--- src/rtl/seg7_scroll_bank.sv ---
// NDIG-digit seven-segment register bank with optional marquee rotation.
// Build option: define SEG7_SCROLL_ACTIVE_LOW_EN to drive HEX inverted for active-low segments.
module seg7_scroll_bank #(
   parameter int NDIG     = 6,
   parameter int SEG_W    = 7,
   parameter int ADDR_W   = 4,
   parameter int TICK_DIV = 25000000
) (
   input  logic                    Clock,
   input  logic                    Reset,
   input  logic [SEG_W-1:0]        Data,
   input  logic [ADDR_W-1:0]       Addr,
   input  logic                    Sel,
   input  logic                    Mode,
   input  logic                    Dir,
   output logic [NDIG*SEG_W-1:0]   HEX,
   output logic                    Step,
   output logic [ADDR_W-1:0]       Pos
);

   localparam int                W        = NDIG * SEG_W;
   localparam int                CNT_W    = $clog2(TICK_DIV);
   localparam logic [CNT_W-1:0]  CNT_LAST = CNT_W'(TICK_DIV - 1);
   localparam logic [ADDR_W-1:0] POS_LAST = ADDR_W'(NDIG - 1);

   typedef enum logic {STATIC, SCROLL} state_t;

   state_t            state, state_next;
   logic [CNT_W-1:0]  cnt, cnt_next;
   logic [W-1:0]      store, store_next;
   logic [ADDR_W-1:0] pos_next;
   logic              rotate;

   always_ff @(posedge Clock) begin
      if (Reset) begin
         state <= STATIC;
         cnt   <= '0;
         store <= '0;
         Step  <= 1'b0;
         Pos   <= '0;
      end else begin
         state <= state_next;
         cnt   <= cnt_next;
         store <= store_next;
         Step  <= rotate;
         Pos   <= pos_next;
      end
   end

   // A Mode drop on the wrap cycle wins over the rotation.
   always_comb begin
      state_next = state;
      cnt_next   = '0;
      rotate     = 1'b0;
      case (state)
         STATIC: begin
            if (Mode) state_next = SCROLL;
         end
         SCROLL: begin
            if (!Mode) begin
               state_next = STATIC;
            end else if (cnt == CNT_LAST) begin
               rotate = 1'b1;
            end else begin
               cnt_next = cnt + CNT_W'(1);
            end
         end
         default: state_next = STATIC;
      endcase
   end

   // Rotation is applied first so a same-cycle write lands on the rotated image.
   always_comb begin
      store_next = store;
      if (rotate) begin
         if (Dir) store_next = {store[SEG_W-1:0], store[W-1:SEG_W]};
         else     store_next = {store[W-SEG_W-1:0], store[W-1 -: SEG_W]};
      end
      if (Sel) begin
         for (int unsigned i = 0; i < NDIG; i++) begin
            if (Addr == ADDR_W'(i)) store_next[i*SEG_W +: SEG_W] = Data;
         end
      end
   end

   always_comb begin
      pos_next = Pos;
      if (rotate) begin
         if (Dir) pos_next = (Pos == '0)       ? POS_LAST : Pos - ADDR_W'(1);
         else     pos_next = (Pos == POS_LAST) ? '0       : Pos + ADDR_W'(1);
      end
   end

`ifdef SEG7_SCROLL_ACTIVE_LOW_EN
   assign HEX = ~store;
`else
   assign HEX = store;
`endif

endmodule

--- config.mk ---
export PLATFORM = sky130hd
export DESIGN_NAME = seg7_scroll_bank
export DESIGN_NICKNAME = d
export VERILOG_FILES = /design/src/rtl/seg7_scroll_bank.sv
export SDC_FILE = /design/constraint.sdc
export NUM_CORES = 1
export LEC_CHECK = 0
export ABC_CLOCK_PERIOD_IN_PS = 2410
export CAP_MARGIN = 20
export CORE_MARGIN = 5
export CORE_UTILIZATION = 45
export DETAILED_ROUTE_END_ITERATION = 12
export PLACE_DENSITY_LB_ADDON = 0.2
export SYNTH_ARGS = -nofsm -noshare
export SYNTH_HDL_FRONTEND = slang
export SYNTH_SLANG_ARGS = --single-unit
--- constraint.sdc ---
create_clock -name Clock -period 2.41 [get_ports Clock]
set_input_delay 0.482 -clock Clock [delete_from_list [all_inputs] [get_ports Clock]]
set_output_delay 0.482 -clock Clock [all_outputs]
set_load 0.02 [all_outputs]
==> Yosys cells after proc, flatten, opt, wreduce, memory -nomap -nowiden <==
Cells that the tools add are included.
{ "word_totals": {"input_bits": 16, "regBits": 73} }
{ "classes": {"muxes": 16, "bitwise": 2, "reduce_logical": 3, "eq_ne": 7, "n_addsub": 3} }
{ "op_table": {"columns": ["cell", "n"], "rows": [
  ["$mux 42", 3],
  ["$mux 7", 6],
  ["$add 25x1->25 const B", 1],
  ["$eq 25x25->1 const B", 1],
  ["$eq 4x3->1 const B", 3],
  ["$mux 4", 3],
  ["$eq 4x2->1 const B", 2],
  ["$logic_not 4->1", 2],
  ["$add 4x1->4 const B", 1],
  ["$eq 4x1->1 const B", 1],
  ["$mux 1", 4],
  ["$reduce_or 4->1", 1],
  ["$sub 4x1->4 const B", 1],
  ["$not 1->1", 2]
]} }

==> Logic depth before layout (Yosys ltp) <==
{ "depth": {"ltp_word": 7, "ltp_mapped": 8} }

==> Worst setup path after synthesis <==
No wires, ideal clock.
{ "synth_timing": {"kind": "register to register", "startpoint": "reg cnt[8]", "endpoint": "reg store[31], in the netlist HEX[31]", "required_ps": 2279, "setup_time_ps": 131, "path_stages_with_launch": 8, "slack_ps": 494, "t_arrival_ps": 1785, "synth_period_minus_slack_ps": 1916, "cell_sequence": "dfxtp_1 > or4_1 > nor4_2 > nand4b_1 > buf_2 > buf_2 > mux2i_1 > o22ai_1"} }
{ "synth_via": {"elab_chain_len": 7} }
{ "synth_lines": {"columns": ["element", "line_no", "text"], "rows": [
  ["start, declared", "29", "logic [CNT_W-1:0] cnt, cnt_next;"],
  ["start signal, assigned", "43", "cnt <= cnt_next;"],
  ["$eq 25x25->1 (*)", "62", "end else if (cnt == CNT_LAST) begin"],
  ["$mux 1 (*)", "62", null],
  ["$mux 1 (*)", "60", "if (!Mode) begin"],
  ["$mux 1 (*)", "55", "case (state)"],
  ["$mux 42 (*)", "75", "if (rotate) begin"],
  ["$mux 7", "81", "if (Addr == ADDR_W'(i)) store_next[i*SEG_W +: SEG_W] = Data;"],
  ["$mux 42 (*)", "79", "if (Sel) begin"],
  ["end signal, assigned", "44", "store <= store_next;"],
  ["end, declared", "30", "logic [W-1:0] store, store_next;"]
]} }
Every way passes the cells marked *; elsewhere a longest branch is shown, timed or not.
A chain may end at the register's enable or synchronous reset.

==> Final worst setup path <==
{ "layout_timing": {"startpoint": "reg cnt[8]", "endpoint": "reg Pos[1]"} }
{ "layout_via": {"elab_chain_len": 4} }
{ "layout_lines": {"columns": ["element", "line_no", "text"], "rows": [
  ["$eq 25x25->1", "62", null],
  ["$mux 1", "62", null],
  ["$mux 1", "60", null],
  ["$mux 1", "55", null],
  ["end signal, assigned", "46", "Pos <= pos_next;"],
  ["end, declared", "18", "output logic [ADDR_W-1:0] Pos"]
]} }
No other way between the ends.

==> metrics.cfg <==
[worst_setup_path]
cp_num_cells = 5
crit_buf_inv = 0
cpMostUsedCell = or4_1
slowest_delay_ns = 0.58
r2r_cells = 5
cp_cell_sequence = or4_1, nor4_2, nand4b_1, or4_1, a21oi_1
critPathRequiredTime_ns = 2.68
path_max_fanout = 6
worst-setup-path-type = flip-flop to flip-flop
cp_data_arrival_time_ns = 2.47
startpoint_type = flip-flop
slowest_stage = or4_1
endpoint_kind = flip-flop
cp_top_family = simple AND/OR/NAND/NOR gates

[clocking]
cts_tree = done
hold_buffers = 0
cts_root_buf = clkbuf_8
post-cts-setup-buffers = 0
clock_sinks = 73
clock_path_buffers = 2
htree_num_levels = 3
clk_latency_ns = 0.34
cts_buffers = 9
postCtsResizedCells = 0
clkTransAtPathRegs_ns = 0.08

[global_routing]
grt-ovfl-total = 0
grt_use_total_pct = 18.3
grt_max_degree = 45
grt_first_pass_wirelength_mm = 14.5
grt_antenna_before_repair = 0
busiest_layer = met2
grt_pass1_vias = 2854
met2_usage_pct = 27.1
use_met3_pct = 3.51
met1_usage_pct = 26.4

[yosys]
ys_seq_area_share_pct = 40.7
synth_nets = 386
syn_inst = 369
ys_ff_latch = 73
netlist_area_mm2 = 0.00359
synth_ff_type = dfxtp_1
syn_avg_cell_area_um2 = 9.74
synth_edf_count = 0
ys_async_sr_fraction_pct = 0
synth_common_cells = dfxtp_1, mux2_2, o22ai_1, mux2i_1, nor2_1
synth_mux_area_share_pct = 25.2
synth.distinct_cells = 31
synth_top_area_share_pct = 40.7
synth_most_common_cell = dfxtp_1
yosysWarnings = 0
synth_compound_area_share_pct = 8.81
synth-adder-area-share_pct = 0.348
yosysTopAreaCell = dfxtp_1
synthSimpleGateAreaFrac_pct = 16.1
synth_area_leaders = dfxtp_1, mux2_2, mux2i_1
synth_xor_area_share_pct = 6.34
synth_top_family_by_area = multiplexers

[route]
vias_per_cell = 5.46
drt_first_pass_iters = 4
wire_per_inst_um = 16.6
drc = 0
route.vias.total = 2970
drtIter0Drc = 171
wl_mm = 9.03
ant_nets = 0

[placement]
dpl.hpwl_mm = 6.18
io_buffers = 62
gp_congestion = 0.792

[timing]
final-setup-viol-count = 0
drv_slew = 0
clock.fmax_mhz = 455
hold_violations = 0
rsz0062_at_grt = false
max_slew_margin_pct = 68.3
finalClockSkew_ns = 0.0113
finalCriticalPeriod_ns = 2.20
fin_crit_sh_pct = 91.2
tightest_slew_ns = 0.475
fin_tns_setup_ns = 0

[die]
initial_core_util_pct = 46.3
num_rows = 32
die_h_um = 99.4
die-area_mm2 = 0.00987
core-area_mm2 = 0.00777
die_w_um = 99.4
boundaryPins = 63

[hold_path]
hp-class = flip-flop to flip-flop
hold_depth = 1

[power]
pwr-share-clk_pct = 44.1
swShare_pct = 22.5
power_frac_seq_pct = 49.2
fin_total_pwr_mw = 2.49
p_sw_mw = 0.562
p_leak_nw = 1.92
peakVddDrop_mv = 0.296
combPwrFrac_pct = 6.8
p_int_mw = 1.93
pwr_density_cell_mw_per_mm2 = 540

[cells_and_area]
area_growth_pct = 28.4
drive_gt1_share_pct = 18.1
final_nets = 454
final_util_pct = 59.4
diodes = 0

[outcome]
status = completed

[job]
cap_violations = 0

-- power by group through the flow --
stage | registers, mW | logic, mW | clock network (mW)
after detailed placement | 1.25 | 0.168 | 0
after global placement | 1.25 | 0.166 | 0
after floorplan | 1.26 | 0.0840 | 0
after CTS | 1.23 | 0.168 | 1.12
after global routing | 1.23 | 0.179 | 1.17
final | 1.23 | 0.168 | 1.10
-- area by class of cell --
class | instances | area, µm²
multi-input combinational | 273 | 2040
clock inverter | 5 | 77.6
timing repair buffer | 78 | 748
inverter | 2 | 7.51
clock buffer | 11 | 151
sequential | 73 | 1460
tap | 102 | 128
fill | 675 | 3150
-- flip-flops by register name (all words and copies together) (netlist names) --
name	count
state	1
Pos	4
HEX	42
cnt	25
Step	1
-- cells by family (layout without fill, tap and decap cells) --
logic type                 Yosys count  count (layout)
and+or+nand+nor                    110             110
muxes                               85              85
DFF                                 73              73
AOI/OAI and AO/OA                   51              51
xor gates and xnor gates            26              26
buffers and inverters               23              96
adders and majority gates            1               1
-- path summary, 6_finish.rpt --
path	from	endpoint	slack, ns
max	cnt[8]	Pos[1]	0.21
min	cnt[0]	cnt[0]	0.46
max reg2reg	cnt[8]	Pos[1]	0.21
min reg2reg	cnt[0]	cnt[0]	0.46
-- cell usage in the layout, fill, tap and decap left out, drive strengths merged --
cell type / n
clkdlybuf4s50: 61
xor2: 15
o21ai: 2
buf: 17
and3: 5
nand4: 8
and4: 1
nand2b: 16
nor3: 5
clkbuf: 11
nand4b: 1
or4: 3
o21a: 1
dfxtp: 73
a41o: 1
nand2: 11
clkinvlp: 1
clkinv: 2
xnor2: 11
mux2: 43
nand3b: 2
a21oi: 4
nor2: 35
nor4: 3
ha: 1
mux2i: 42
nor2b: 6
nor3b: 1
or2: 2
nand3: 11
inv: 2
o22ai: 43
bufinv: 2
-- per-stage QoR --
| step | setup WS (ns) | hold slack [ns] | std cells | area (µm²) |
|---|---|---|---|---|
| final | 0.212 | 0.460 | 544 | 4610 |
| after global routing | 0.118 | 0.496 | 544 | 4610 |
| after CTS | 0.205 | 0.465 | 544 | 4610 |
| after detailed placement | 0.178 | 0.449 | 528 | 4380 |
| after global placement | 0.202 | 0.442 | 528 | 4380 |
| after floorplan | 0.494 | 0.430 | 369 | 3590 |
-- per-layer routing --
layer / routed length (µm) / share of wire (%)
met2: 3850 / 43
met1: 4540 / 50
met5: 0 / 0
met4: 130 / 1.4
met3: 512 / 5.7
(Power assumes the default switching activity.)
